$ cat config.mk
export PLATFORM = sky130hd
export DESIGN_NAME = dmem_arbiter_flat
export DESIGN_NICKNAME = d
export VERILOG_FILES = /design/src/rtl/dmem_arbiter_if.sv /design/src/rtl/dmem_arbiter.sv /design/src/flat_wrapper.sv
export SDC_FILE = /design/constraint.sdc
export NUM_CORES = 1
export LEC_CHECK = 0
export ABC_AREA = 1
export BUFFER_PORTS_ARGS = -buffer_cell sky130_fd_sc_hd__clkbuf_2
export CORE_AREA = 2 2 225 227
export CTS_CLUSTER_DIAMETER = 120
export DETAILED_ROUTE_END_ITERATION = 8
export DIE_AREA = 0 0 227 229
export GPL_ROUTABILITY_DRIVEN = 0
export PLACE_DENSITY = 0.31
export SETUP_SLACK_MARGIN = 0.15
export SLEW_MARGIN = 20
export SYNTH_ARGS = -nofsm -noshare
export SYNTH_HDL_FRONTEND = slang
export SYNTH_SLANG_ARGS = --single-unit
$ cat constraint.sdc
create_clock -name clk -period 4.15 [get_ports clk]
set_clock_uncertainty 0.05 [all_clocks]
set_input_delay 1.245 -clock clk [delete_from_list [all_inputs] [get_ports clk]]
set_output_delay 1.245 -clock clk [all_outputs]
set_load 0.02 [all_outputs]
$ cat src/rtl/dmem_arbiter_if.sv
// Bundle of the core, debug and data-memory buses around dmem_arbiter.
// The slave modport is the arbiter's view; master is the surrounding system.
interface dmem_arbiter_if #(
   parameter int DATA_W = 64,
   parameter int ADDR_W = 64
);
   logic              core_req;
   logic              core_we;
   logic [ADDR_W-1:0] core_addr;
   logic [DATA_W-1:0] core_wdata;
   logic [DATA_W-1:0] core_rdata;
   logic              core_stall;

   logic              dbg_req;
   logic              dbg_we;
   logic [ADDR_W-1:0] dbg_addr;
   logic [DATA_W-1:0] dbg_wdata;
   logic              dbg_ack;
   logic [DATA_W-1:0] dbg_rdata;

   logic [ADDR_W-1:0] mem_address;
   logic [DATA_W-1:0] mem_write_data;
   logic              mem_memorywrite;
   logic              mem_memoryread;
   logic [DATA_W-1:0] mem_read_data;

   modport slave (
      input  core_req, core_we, core_addr, core_wdata,
      input  dbg_req, dbg_we, dbg_addr, dbg_wdata,
      input  mem_read_data,
      output core_rdata, core_stall, dbg_ack, dbg_rdata,
      output mem_address, mem_write_data, mem_memorywrite, mem_memoryread
   );

   modport master (
      output core_req, core_we, core_addr, core_wdata,
      output dbg_req, dbg_we, dbg_addr, dbg_wdata,
      output mem_read_data,
      input  core_rdata, core_stall, dbg_ack, dbg_rdata,
      input  mem_address, mem_write_data, mem_memorywrite, mem_memoryread
   );
endinterface

$ cat src/rtl/dmem_arbiter.sv
// Core/debug arbiter for the single-ported data memory: core has priority,
// a starvation counter forces a debug grant (and a one-cycle core stall).
module dmem_arbiter #(
   parameter int DATA_W   = 64,
   parameter int ADDR_W   = 64,
   parameter int MAX_WAIT = 4
) (
   input logic           clk,
   input logic           reset,
   dmem_arbiter_if.slave bus
);
   localparam int               CNT_W    = (MAX_WAIT < 1) ? 1 : $clog2(MAX_WAIT + 1);
   localparam logic [CNT_W-1:0] WAIT_MAX = CNT_W'(MAX_WAIT);

   logic [CNT_W-1:0]  wait_cnt;
   logic              dbg_ack_q;
   logic [DATA_W-1:0] dbg_rdata_q;
   logic              dbg_elig;
   logic              gnt_dbg;
   logic              gnt_core;
   logic [ADDR_W-1:0] sel_addr;
   logic [DATA_W-1:0] sel_wdata;
   logic              sel_we;
   logic              sel_re;

   function automatic logic [CNT_W-1:0] sat_inc(input logic [CNT_W-1:0] v);
      return (v >= WAIT_MAX) ? WAIT_MAX : v + 1'b1;
   endfunction

   // A request is not eligible in its own ack cycle, so it is never served twice.
   assign dbg_elig = bus.dbg_req & ~dbg_ack_q;
   assign gnt_dbg  = ~reset & dbg_elig & (~bus.core_req | (wait_cnt == WAIT_MAX));
   assign gnt_core = bus.core_req & ~gnt_dbg;

   always_comb begin
      sel_addr  = bus.core_addr;
      sel_wdata = bus.core_wdata;
      sel_we    = gnt_core & bus.core_we;
      sel_re    = gnt_core & ~bus.core_we;
      if (gnt_dbg) begin
         sel_addr  = bus.dbg_addr;
         sel_wdata = bus.dbg_wdata;
         sel_we    = bus.dbg_we;
         sel_re    = ~bus.dbg_we;
      end
   end

   assign bus.mem_address     = sel_addr;
   assign bus.mem_write_data  = sel_wdata;
   assign bus.mem_memorywrite = sel_we;
   assign bus.mem_memoryread  = sel_re;
   assign bus.core_rdata      = bus.mem_read_data;
   assign bus.core_stall      = bus.core_req & gnt_dbg;
   assign bus.dbg_ack         = dbg_ack_q;
   assign bus.dbg_rdata       = dbg_rdata_q;

   always_ff @(posedge clk) begin
      if (reset) begin
         wait_cnt    <= '0;
         dbg_ack_q   <= 1'b0;
         dbg_rdata_q <= '0;
      end else begin
         dbg_ack_q <= gnt_dbg;
         if (gnt_dbg && !bus.dbg_we)
            dbg_rdata_q <= bus.mem_read_data;
         // Dropping the request abandons it and restarts the starvation count.
         if (gnt_dbg || !bus.dbg_req)
            wait_cnt <= '0;
         else if (dbg_elig && gnt_core)
            wait_cnt <= sat_inc(wait_cnt);
      end
   end
endmodule

$ cat src/flat_wrapper.sv
// flat-port wrapper written by rule: the top's interface ports become plain ports
module dmem_arbiter_flat 
#(
   parameter int DATA_W   = 64,
   parameter int ADDR_W   = 64,
   parameter int MAX_WAIT = 4
)
  (clk, reset, bus_core_req, bus_core_we, bus_core_addr, bus_core_wdata, bus_dbg_req, bus_dbg_we, bus_dbg_addr, bus_dbg_wdata, bus_mem_read_data, bus_core_rdata, bus_core_stall, bus_dbg_ack, bus_dbg_rdata, bus_mem_address, bus_mem_write_data, bus_mem_memorywrite, bus_mem_memoryread);
  dmem_arbiter_if #(.DATA_W(DATA_W), .ADDR_W(ADDR_W)) bus_i ();
  input logic clk;
  input logic reset;
  input wire logic [$bits(bus_i.core_req)-1:0] bus_core_req;
  input wire logic [$bits(bus_i.core_we)-1:0] bus_core_we;
  input wire logic [$bits(bus_i.core_addr)-1:0] bus_core_addr;
  input wire logic [$bits(bus_i.core_wdata)-1:0] bus_core_wdata;
  input wire logic [$bits(bus_i.dbg_req)-1:0] bus_dbg_req;
  input wire logic [$bits(bus_i.dbg_we)-1:0] bus_dbg_we;
  input wire logic [$bits(bus_i.dbg_addr)-1:0] bus_dbg_addr;
  input wire logic [$bits(bus_i.dbg_wdata)-1:0] bus_dbg_wdata;
  input wire logic [$bits(bus_i.mem_read_data)-1:0] bus_mem_read_data;
  output wire logic [$bits(bus_i.core_rdata)-1:0] bus_core_rdata;
  output wire logic [$bits(bus_i.core_stall)-1:0] bus_core_stall;
  output wire logic [$bits(bus_i.dbg_ack)-1:0] bus_dbg_ack;
  output wire logic [$bits(bus_i.dbg_rdata)-1:0] bus_dbg_rdata;
  output wire logic [$bits(bus_i.mem_address)-1:0] bus_mem_address;
  output wire logic [$bits(bus_i.mem_write_data)-1:0] bus_mem_write_data;
  output wire logic [$bits(bus_i.mem_memorywrite)-1:0] bus_mem_memorywrite;
  output wire logic [$bits(bus_i.mem_memoryread)-1:0] bus_mem_memoryread;
  assign bus_i.core_req = bus_core_req;
  assign bus_i.core_we = bus_core_we;
  assign bus_i.core_addr = bus_core_addr;
  assign bus_i.core_wdata = bus_core_wdata;
  assign bus_i.dbg_req = bus_dbg_req;
  assign bus_i.dbg_we = bus_dbg_we;
  assign bus_i.dbg_addr = bus_dbg_addr;
  assign bus_i.dbg_wdata = bus_dbg_wdata;
  assign bus_i.mem_read_data = bus_mem_read_data;
  assign bus_core_rdata = bus_i.core_rdata;
  assign bus_core_stall = bus_i.core_stall;
  assign bus_dbg_ack = bus_i.dbg_ack;
  assign bus_dbg_rdata = bus_i.dbg_rdata;
  assign bus_mem_address = bus_i.mem_address;
  assign bus_mem_write_data = bus_i.mem_write_data;
  assign bus_mem_memorywrite = bus_i.mem_memorywrite;
  assign bus_mem_memoryread = bus_i.mem_memoryread;
  dmem_arbiter #(.DATA_W(DATA_W), .ADDR_W(ADDR_W), .MAX_WAIT(MAX_WAIT)) u_core (.clk(clk), .reset(reset), .bus(bus_i));
endmodule
# ---- Word-level counts from Yosys, hierarchy flattened
# Cells that the tools add are included.
dict set report totals {
  reg_bits 68
  output_inout_bits 260
  mem_bits_ro 0
  in_bits 326
  ramBits 0
  n_memories 0
  latch_bits 0
  wordCells 31
}
dict set report op_classes {
  n_shift 0
  multipliers 0
  div 0
  n_reduce_logical 6
  n_addsub 1
  eq_ne 1
  order_cmp 1
  bitwise_logic 14
  n_mux 5
}
# cell count
set ops {}
lappend ops {{64-bit 2-to-1 mux} 2}
lappend ops {{1-bit bitwise AND} 7}
lappend ops {{1-bit inverter} 6}
lappend ops {{3-bit by 1-bit adder with 3-bit output (second input constant)} 1}
lappend ops {{3-bit equality test (second input constant)} 1}
lappend ops {{3-bit greater-or-equal comparator (second input constant)} 1}
lappend ops {{3-bit 2-to-1 mux} 1}
lappend ops {{1-bit logical AND} 2}
lappend ops {{1-bit logical NOT} 2}
lappend ops {{1-bit 2-to-1 mux} 2}
lappend ops {{2-bit OR reduction} 1}
lappend ops {{1-bit logical OR} 1}
lappend ops {{1-bit OR} 1}

# ---- Longest topological paths before layout
# Gate-level depths: netlist of the first run.
dict set report depth {
  ltp_word 8
  ltp_mapped 10
}

# ---- Worst setup path after synthesis of the first run
# OpenSTA, ideal clock, no wires.
dict set report synth_timing {
  path_kind {input to output}
  from {in bus_dbg_req}
  to {out bus_mem_address[0]}
  required_ps 2855
  n_path_buf 2
  t_arrival_ps 2147
  path_stages 8
  path_slack_ps 708
  cell_sequence {inv_2 nor2_4 nand3_4 inv_2 buf_6 buf_2 nand2_1 nand2_1}
}
dict set report synth_between {
  elab_chain_cells 4
}
# element line_no
set synth_lines {}
lappend synth_lines {{start, declared} flat_wrapper.sv:16} ;# input wire logic [$bits(bus_i.dbg_req)-1:0] bus_dbg_req;
lappend synth_lines {{1-bit bitwise AND} dmem_arbiter.sv:31} ;# assign dbg_elig = bus.dbg_req & ~dbg_ack_q;
lappend synth_lines {{1-bit bitwise AND (2 in series)} dmem_arbiter.sv:32} ;# assign gnt_dbg = ~reset & dbg_elig & (~bus.core_req | (wait_cnt == WAIT_MAX));
lappend synth_lines {{64-bit 2-to-1 mux} dmem_arbiter.sv:40} ;# if (gnt_dbg) begin
lappend synth_lines {{end, declared} flat_wrapper.sv:25} ;# output wire logic [$bits(bus_i.mem_address)-1:0] bus_mem_address;
# No other way between the ends.

# ---- Worst setup path in the final report of the first run
dict set report layout_timing {
  from {in bus_dbg_req}
  to {out bus_mem_write_data[37]}
}
dict set report layout_between {
  elab_chain_cells 4
}
# element line_no
set layout_lines {}
lappend layout_lines {{1-bit bitwise AND} dmem_arbiter.sv:31}
lappend layout_lines {{1-bit bitwise AND (2 in series)} dmem_arbiter.sv:32}
lappend layout_lines {{64-bit 2-to-1 mux} dmem_arbiter.sv:40}
lappend layout_lines {{end, declared} flat_wrapper.sv:26} ;# output wire logic [$bits(bus_i.mem_write_data)-1:0] bus_mem_write_data;
# No other way between the ends.

==> results of run 1 <==
==> per-layer routing <==
| layer | up-vias | share of wire, % |
|---|---|---|
| met5 | - | 0 |
| met4 | 0 | 1.1 |
| met3 | 21 | 7.6 |
| met2 | 300 | 50 |
| met1 | 2989 | 41 |
| li1 | 3421 | - |
==> logic make-up after synthesis <==
group | after synthesis | synth area share (%)
adders and majority gates | 2 | 0.5064
AOI/OAI and AO/OA | 69 | 7.040
and+or+nand+nor | 529 | 47.51
buffers and inverters | 131 | 17.40
DFF | 68 | 27.55
==> layout make-up <==
type	instances	area [µm²]
Fill cell	5927	41300
Tap cell	672	840.8
Clock inverter	7	51.30
Sequential cell	68	1361
Clock buffer	9	225.2
Timing Repair Buffer	603	3113
Multi-Input combinational cell	600	2720
Inverter	11	50.05
==> worst min-delay path by stage <==
stage               slack [ns]  depth (start not counted)                                    end                                   from
floorplan                 0.41                          2        u_core.wait_cnt[2]$_SDFFE_PP0P_        u_core.wait_cnt[2]$_SDFFE_PP0P_
global placement          0.40                          2   u_core.bus.dbg_rdata[9]$_SDFFE_PP0P_   u_core.bus.dbg_rdata[9]$_SDFFE_PP0P_
detailed placement        0.41                          2  u_core.bus.dbg_rdata[49]$_SDFFE_PP0P_  u_core.bus.dbg_rdata[49]$_SDFFE_PP0P_
CTS                       0.42                          2  u_core.bus.dbg_rdata[49]$_SDFFE_PP0P_  u_core.bus.dbg_rdata[49]$_SDFFE_PP0P_
global route              0.43                          2  u_core.bus.dbg_rdata[32]$_SDFFE_PP0P_  u_core.bus.dbg_rdata[32]$_SDFFE_PP0P_
finish                    0.41                          2  u_core.bus.dbg_rdata[49]$_SDFFE_PP0P_  u_core.bus.dbg_rdata[49]$_SDFFE_PP0P_
==> Yosys cell counts (all sizes together) <==
library cell and count:
o211ai 1, dfxtp 68, inv 11, a21oi 67, ha 2, nand4 3
nor2 4, o21ai 1, nand2 455, clkbuf 16, buf 104, nand3 67
==> timing repair <==
item                       4_1_cts  5_1_grt
setup buffers                    0        0
resized for setup                0        1
setup endpoints to repair        0        2
==> cells in the final DEF (no fill, tap or decap) <==
cell        instances
ha_1                2
inv_1               8
buf_12              4
clkinvlp_4          2
nand4_1             3
o211ai_1            1
clkbuf_16           9
nand3_4             1
clkbuf_2          585
clkinv_4            2
dfxtp_1            68
inv_6               1
nand3_1            16
inv_2               1
nor2_4              1
nand3_2            50
nor2_1              3
inv_8               1
a21oi_1            67
nand2_1           455
buf_4              14
o21ai_0             1
clkinv_2            3
==> critical path, delay by kind of cell <==
kind / cells / cell delay [ns]
buffers and inverters: 5 / 0.79
and+or+nand+nor: 4 / 0.50
==> power groups by stage <==
stage,Combinational [W],Clock (W),Sequential (W)
2_1_floorplan,0.000403,0,0.000704
3_3_place_gp,0.000760,0,0.000688
3_5_place_dp,0.000753,0,0.000688
4_1_cts,0.000756,0.000807,0.000674
5_1_grt,0.000807,0.000832,0.000675
6_report,0.000741,0.000753,0.000674
==> metrics by stage <==
step | std cells | hold slack, ns | worst slack [ns] | total power [W]
after floorplan | 799 | 0.4138 | 0.7076 | 0.001108
after global placement | 1954 | 0.4026 | 0.2291 | 0.001448
after detailed placement | 1954 | 0.4068 | 0.2275 | 0.001442
after CTS | 1970 | 0.4159 | 0.2248 | 0.002237
after global routing | 1970 | 0.4344 | 0.1640 | 0.002315
final | 1970 | 0.4114 | 0.2894 | 0.002168
==> sequential cells by signal, indices dropped and copies added, names as in the netlist <==
name and flops:
u_core.bus.dbg_rdata 64, u_core.wait_cnt 3, u_core.bus.dbg_ack 1
==> impl_metrics.ini, run 1 <==
[global_route]
met2_usage_pct = 18.12
grt_max_degree = 65
antenna_found_initial = 0
grt_use_met3_pct = 2.130
grt_first_pass_wirelength_um = 38700
grt_pass1_vias = 6362
gr-total-overflow = 0
use_met1_pct = 11.75
track_usage_pct = 9.913
grt.busiest_layer = met2

[cells_and_area]
syn2layout_area_growth_pct = 69.23
n_antenna_cell = 0
stdcell_area_um2 = 8362
final_nets = 1621
final_core_util_pct = 16.84
drive_gt1_share_pct = 51.93

[power]
p_int_w = 0.001345
switching_share_pct = 37.94
clkPwrFrac_pct = 34.7
ir_worst_vdd_mv = 0.1596
power.switching_w = 0.0008224
power.density_nw_per_um2 = 259.2
pwr-share-comb_pct = 34.2
pwr-share-seq_pct = 31.1
power.static_leakage_nw = 4.614

[worst_setup_path]
slowest_stage = buf_12
r2r_end = u_core.bus.dbg_rdata[16]$_SDFFE_PP0P_
critPathCaptureType = primary output
crit_fanout = 46
arrival_ns = 2.57
cp.required_ns = 2.85
max_stage_delay_ns = 0.24
start_kind = input pin
worstSetupEndpoint = bus_mem_write_data[37]
path_class = in -> out
path_cells = clkbuf_2 -> inv_2 -> nor2_4 -> nand3_4 -> inv_8 -> buf_12 -> nand2_1 -> nand2_1 -> clkbuf_2
r2r_slack_ns = 1.42
r2r_start = u_core.wait_cnt[0]$_SDFFE_PP0P_
worstRegToRegCells = 11
cp-startpoint = bus_dbg_req

[die]
start_util_pct = 9.950
core_um2 = 49660
fp.dieH_um = 229
row_count = 82
die_x_um = 227
io_pins = 586
die-area_um2 = 51980

[route]
drt.antenna.violating_nets = 0
dr_total_vias = 6731
routedWlPerCell_um = 14.19
wl_um = 27960
avgViaCountPerCell = 3.417
first_iter_violations = 253
drc = 0
first_pass_iters = 5

[synth]
synthTopCellsByArea = nand2_1 35%, dfxtp_1 28%, buf_4 11%, nand3_2 10%, a21oi_1 6.8%
ys_warn_count = 0
yosys.area.top_type = nand2_1
synth_area_um2 = 4941
ys_seq_elements = 68
seq_area_frac_synth_pct = 27.55
yosysUniqueCellTypes = 20
yosysTopAreaCellShare_pct = 34.57
syn_avg_cell_area_um2 = 6.184
syn-num-nets = 1127
syn_inst = 799

[clock_network]
path_clk_slew_ns = 0.06
cts_tree = built
cts.sinks = 68
numCtsBuffers = 9
hold_buffers = 0
clockBufferDepth = 2
root_buffer = clkbuf_16
clk_latency_ns = 0.35
cts_max_level = 3

[sta]
min_period_ns = 3.861
tightest_slew_ns = 0.8136
period_share_pct = 93.03
max_freq_mhz = 259.0
fin_tns_setup_ns = 0
drv_slew = 0
setup_violations = 0
final_hold_viol_count = 0
grt_setup_unrepaired = false
relSlewSlack_pct = 45.76

[status]
status = finished, final reports clean

[job]
cap_violations = 0

[place]
port_buffers = 585
dpl_cell_area_um2 = 8083
dp_hpwl_um = 22780

[min_path]
min_path_type = reg -> reg
(Power assumes the default switching activity.)
==> run 2: changes to the inputs <==
--- a/config.mk
+++ b/config.mk
@@ -7,10 +7,10 @@
 export LEC_CHECK = 0
 export ABC_AREA = 1
 export BUFFER_PORTS_ARGS = -buffer_cell sky130_fd_sc_hd__clkbuf_2
-export CORE_AREA = 2 2 225 227
+export CORE_AREA = 2 2 228 230
 export CTS_CLUSTER_DIAMETER = 120
 export DETAILED_ROUTE_END_ITERATION = 8
-export DIE_AREA = 0 0 227 229
+export DIE_AREA = 0 0 230 232
 export GPL_ROUTABILITY_DRIVEN = 0
 export PLACE_DENSITY = 0.31
 export SETUP_SLACK_MARGIN = 0.15
==> run 2 against run 1 <==
Flip-flop and latch count unchanged; clock power up 14%; worst hold slack better by 0.0016 ns; combinational power up 3.5%; core utilization down 0.24 points; routed wire length up 13%; die area up 2.6%; critical path depth down 1; sequential power about the same.
==> impl_metrics.ini, run 2 (synthesis gave the netlist of run 1 again) <==
[worst_setup_path]
start_kind = input pin
path_cells = clkbuf_2 -> inv_1 -> nand3_4 -> buf_12 -> buf_4 -> nand2_1 -> nand2_1 -> clkbuf_2
crit_fanout = 63
critPathCaptureType = primary output
arrival_ns = 2.61
cp.required_ns = 2.85
max_stage_delay_ns = 0.29
path_class = in -> out
worstRegToRegCells = 8
slowest_stage = buf_12

[global_route]
track_usage_pct = 11.22
grt_first_pass_wirelength_um = 43500
grt_max_degree = 65
antenna_found_initial = 4
gr-total-overflow = 0
grt_pass1_vias = 6533

[cells_and_area]
final_nets = 1625
largest_reg_flops = 64
stdcell_count = 1982
drive_gt1_share_pct = 52.07
stdcell_area_um2 = 8447
layout_commonest_cell = clkbuf_2
layout_common_cells = 585 x clkbuf_2, 455 x nand2_1, 68 x dfxtp_1, 67 x a21oi_1, 50 x nand3_2
fillers = 6021
syn2layout_area_growth_pct = 70.95
n_antenna_cell = 0

[sta]
max_freq_mhz = 256.0
tightest_slew_ns = 0.8729
period_share_pct = 94.13
min_period_ns = 3.906
final_hold_viol_count = 0
setup_violations = 0
grt_setup_unrepaired = false
drv_slew = 0
fin_tns_setup_ns = 0
setup_slack_ns = 0.2438
relSlewSlack_pct = 41.81

[place]
dp.cells = 1966
port_buffers = 585
dpl_cell_area_um2 = 8135
dp_hpwl_um = 25850
dpl_worst_slack_ns = 0.2277

[clock_network]
root_buffer = clkbuf_16
hold_buffers = 0
cts_tree = built
cts_max_level = 3
cts.sinks = 68
clk_latency_ns = 0.36
clockBufferDepth = 2
ctsResizeCount = 0
numCtsBuffers = 9
path_clk_slew_ns = 0.07
cts_setup_buffers = 0

[die]
core_um2 = 50890
io_pins = 586
die-area_um2 = 53360
row_count = 83
start_util_pct = 9.710
fp.dieH_um = 232
die_x_um = 230

[power]
clkPwrFrac_pct = 37.4
power.density_nw_per_um2 = 272.4
switching_share_pct = 37.34
power.switching_w = 0.0008593
pwr-share-comb_pct = 33.3
pwr-share-seq_pct = 29.3
power.static_leakage_nw = 4.646
ir_worst_vdd_mv = 0.1619
p_int_w = 0.001442

[min_path]
hold_depth = 2
min_path_type = reg -> reg

[route]
drc = 0
wl_um = 31640
avgViaCountPerCell = 3.427
dr_total_vias = 6792
first_pass_iters = 5
drt.antenna.violating_nets = 0
first_iter_violations = 274
routedWlPerCell_um = 15.96

[job]
cap_violations = 0

[status]
status = finished, final reports clean
## run 2: cell count changes in the layout (fill, tap and decap cells not counted), sizes merged
cell    previous run  this run
bufinv             0         1
buf               18        22
clkinv             5         2
clkbuf           594       596
## run 2: layout make-up
type	count	area, µm²	area share [%]
Multi-Input combinational cell	600	2720	32.20
Clock inverter	5	58.81	0.6962
Tap cell	680	850.8	10.07
Inverter	11	47.55	0.5629
Sequential cell	68	1361	16.12
Clock buffer	11	252.7	2.992
Timing Repair Buffer	607	3156	37.36
## run 2: final timing paths
check / startpoint / endpoint / slack (ns)
setup / recovery: reset / bus_mem_write_data[5] / 0.24
hold / removal: u_core.bus.dbg_rdata[39]$_SDFFE_PP0P_ / u_core.bus.dbg_rdata[39]$_SDFFE_PP0P_ / 0.41
setup reg to reg: u_core.wait_cnt[0]$_SDFFE_PP0P_ / u_core.bus.dbg_rdata[35]$_SDFFE_PP0P_ / 2.01
hold reg to reg: u_core.bus.dbg_rdata[39]$_SDFFE_PP0P_ / u_core.bus.dbg_rdata[39]$_SDFFE_PP0P_ / 0.41
## run 2: per-stage QoR
stage                     power [W]  hold WS [ns]  util, %
after CTS                  0.002381        0.4141    16.60
after detailed placement   0.001471        0.4045    15.99
after floorplan            0.001108        0.4138        -
after global placement     0.001476        0.4015    15.99
final                      0.002301        0.4130    16.60
after global routing       0.002451        0.4331    16.60
## run 2: critical path: cells and delay by family
family / cells / cell delay, ns
buffers and inverters: 5 / 0.92
and+or+nand+nor: 3 / 0.42
## run 2: power by group through the flow
| stage | clock, W | sequential, W | combinational, W |
|---|---|---|---|
| 2_1_floorplan | 0 | 0.000704 | 0.000403 |
| 5_1_grt | 0.000946 | 0.000675 | 0.000829 |
| 3_5_place_dp | 0 | 0.000688 | 0.000783 |
| 4_1_cts | 0.000922 | 0.000674 | 0.000786 |
| 3_3_place_gp | 0 | 0.000688 | 0.000787 |
| 6_report | 0.000860 | 0.000674 | 0.000767 |
## run 2: metal layers
layer	vias to the layer above	track usage [%]	share of wire, %
met4	8	3.871	2.4
li1	3428	-	-
met1	3025	11.73	37
met2	297	21.27	53
met3	34	3.242	7.5
met5	-	0	0.15
==> run 3: changes to the inputs <==
--- a/config.mk
+++ b/config.mk
@@ -5,12 +5,12 @@
 export SDC_FILE = /design/constraint.sdc
 export NUM_CORES = 1
 export LEC_CHECK = 0
-export ABC_AREA = 1
+export ABC_AREA = 0
 export BUFFER_PORTS_ARGS = -buffer_cell sky130_fd_sc_hd__clkbuf_2
-export CORE_AREA = 2 2 228 230
+export CORE_AREA = 2 2 230 232
 export CTS_CLUSTER_DIAMETER = 120
 export DETAILED_ROUTE_END_ITERATION = 8
-export DIE_AREA = 0 0 230 232
+export DIE_AREA = 0 0 232 234
 export GPL_ROUTABILITY_DRIVEN = 0
 export PLACE_DENSITY = 0.31
 export SETUP_SLACK_MARGIN = 0.15
==> run 3 against run 2 <==
Total power increased by 3.4%; first-iteration DRC count down 54%; routed wire length is 17% lower; flip-flop and latch count did not move; sequential power grew 2%; setup slack got worse by 0.19 ns; area after synthesis grew 7.1%; die area grew 1.7%; synthesized cell count is 45% lower; via count is 23% lower; worst hold slack gained 0.047 ns; sequential share of layout area shrank 1.3 points; critical path type unchanged.
==> impl_metrics.ini, run 3 <==
[worst_setup_path]
slowest_stage = or3_4
crit_fanout = 40
critPathCaptureType = primary output
r2r_start = u_core.wait_cnt[0]$_SDFFE_PP0P_
worstRegToRegCells = 7
max_stage_delay_ns = 0.46
cp-startpoint = reset
r2r_end = u_core.bus.dbg_rdata[16]$_SDFFE_PP0P_
arrival_ns = 2.80
cp.required_ns = 2.85
start_kind = input pin
path_class = in -> out
r2r_slack_ns = 1.46
path_cells = buf_6 -> nand2b_4 -> or3_4 -> buf_16 -> mux2_1 -> clkbuf_2

[synth]
synth_edf_count = 0
syn_inst = 443
synthArstFlopShare_pct = 0
synth_area_um2 = 5294
yosys.area.top_type = mux2_4
synth_ff_type = dfxtp_1
synth_common_cells = 129 x mux2_4, 68 x dfxtp_1, 65 x nor2b_1, 64 x buf_4, 56 x mux2_2
ys_warn_count = 0
syn_avg_cell_area_um2 = 11.95
seq_area_frac_synth_pct = 25.71
yosysTopAreaCellShare_pct = 36.59
synthTopCellsByArea = mux2_4 37%, dfxtp_1 26%, mux2_2 12%, buf_4 9.1%, nor2b_1 7.7%
synth_most_common_cell = mux2_4
yosysUniqueCellTypes = 26
syn-num-nets = 771
ys_seq_elements = 68

[clock_network]
clockBufferDepth = 2
root_buffer = clkbuf_16
cts_tree = built
numCtsBuffers = 9
clk_latency_ns = 0.36
cts_max_level = 3
cts.sinks = 68
path_clk_slew_ns = 0.06

[sta]
max_freq_mhz = 243.9
final_hold_viol_count = 0
relSlewSlack_pct = 44.78
period_share_pct = 98.79
drv_slew = 0
setup_slack_ns = 0.05015
grt_setup_unrepaired = true
min_period_ns = 4.100
tightest_slew_ns = 0.8283
hold_ws_ns = 0.4599
setup_violations = 0

[die]
fp.dieH_um = 234
die-area_um2 = 54290
die_x_um = 232
row_count = 84
start_util_pct = 10.18
core_um2 = 52020
io_pins = 586

[route]
drc = 0
wl_met1_um = 10400
dr.max_layer_used = met4
first_iter_violations = 126
dr_wl_met3_um = 1852
avgViaCountPerCell = 3.158
dr_total_vias = 5242
first_pass_iters = 4
drt.antenna.violating_nets = 0
wl_met2_um = 13330
routedWlPerCell_um = 15.75
wl_um = 26140

[cells_and_area]
layout_common_cells = 563 x clkbuf_2, 134 x mux2_4, 68 x dfxtp_1, 65 x nor2b_1, 55 x mux2_2
syn2layout_area_growth_pct = 73.46
largest_reg_flops = 64
stdcell_area_um2 = 9183
drive_gt1_share_pct = 84.04
final_nets = 1294
fillers = 5871
layout_commonest_cell = clkbuf_2

[power]
switching_share_pct = 32.24
clkPwrFrac_pct = 36.9
power.static_leakage_nw = 5.145
pwr-share-seq_pct = 28.8
power.switching_w = 0.0007670
ir_worst_vdd_mv = 0.2532
power.density_nw_per_um2 = 259.1
p_int_w = 0.001612
pwr-share-comb_pct = 34.3

[place]
dpl_worst_slack_ns = -0.01920
port_buffers = 585
dp_hpwl_um = 21770
dpl_cell_area_um2 = 8543

[job]
cap_violations = 0

[global_route]
antenna_found_initial = 2
grt_first_pass_wirelength_um = 33950
gr-total-overflow = 0
grt_pass1_vias = 5171
grt_max_degree = 66
track_usage_pct = 8.831

[status]
status = finished, final reports clean

[min_path]
min_path_type = reg -> reg
hold_start = u_core.wait_cnt[1]$_SDFFE_PP0P_
min_to = u_core.wait_cnt[1]$_SDFFE_PP0P_
hold_depth = 2
run 3: changes by cell type after synthesis, sizes merged, moves of 6 or more:
cell | previous run | this run
a21oi | 67 | 0
buf | 104 | 85
clkbuf | 16 | 8
inv | 11 | 5
mux2 | 0 | 192
nand2 | 455 | 1
nand3 | 67 | 0
nor2b | 0 | 65
run 3: power groups by stage:
stage	logic, W	registers [W]	clock network (W)
finish	0.000815	0.000686	0.000877
CTS	0.000799	0.000686	0.000939
global route	0.000869	0.000689	0.000952
global placement	0.000791	0.000700	0
floorplan	0.000441	0.000727	0
detailed placement	0.000788	0.000700	0
run 3: logic make-up (layout without fill, tap and decap cells):
family	after synthesis	in the layout	share of synthesized area, %
compound gates	7	7	0.8746
fa+ha+maj	2	2	0.4726
buf+inv	98	626	13.87
flops	68	68	25.72
mux	193	193	50.18
other cells	0	1	0
simple gates	75	75	8.887
run 3: per-stage QoR:
stage	setup TNS, ns	utilization, %	cells	power [W]
after floorplan	0	-	443	0.001168
after global placement	0	16.42	1637	0.001492
after detailed placement	-0.01920	16.42	1637	0.001489
after CTS	0	17.15	1655	0.002424
after global routing	0	17.65	1660	0.002509
final	0	17.65	1660	0.002379
run 3: how the worst max path moves through the flow:
stage	to	slack (ns)	cells after the start
final	bus_mem_write_data[48]	0.05	6
after global routing	bus_mem_write_data[48]	0.03	6
after CTS	bus_mem_write_data[6]	0.06	7
after detailed placement	bus_mem_write_data[52]	-0.02	6
after global placement	bus_mem_write_data[52]	0.005	6
after floorplan	bus_mem_memoryread	0.25	7
run 3: cell type report:
| class | instances | area, µm² | share of cell area (%) |
|---|---|---|---|
| sequential | 68 | 1361 | 14.82 |
| multi-input combinational | 277 | 3244 | 35.33 |
| antenna | 1 | 2.502 | 0.02725 |
| timing repair buffer | 605 | 3366 | 36.65 |
| tap | 688 | 860.8 | 9.375 |
| inverter | 5 | 22.52 | 0.2453 |
| clock inverter | 6 | 86.33 | 0.9402 |
| clock buffer | 10 | 239.0 | 2.603 |
run 3: critical path: cells and delay by family:
kind | cells | cell delay (ns)
buf+inv | 3 | 0.49
simple gates | 2 | 0.59
mux | 1 | 0.39
run 3: timing repair:
action                                  in CTS  in global routing
hold buffers                                 0                  0
gates cloned                                 1                  3
buffers inserted                             1                  1
gates resized for setup                      7                 70
hold endpoints to repair                     0                  0
pin swaps                                    1                  0
endpoints found under the setup margin      79                128
run 3: layer usage:
layer,vias to the layer above,global-route usage (%)
li1,2519,-
met1,2428,9.918
met2,271,16.04
met3,24,2.177
met4,0,3.345
met5,-,0
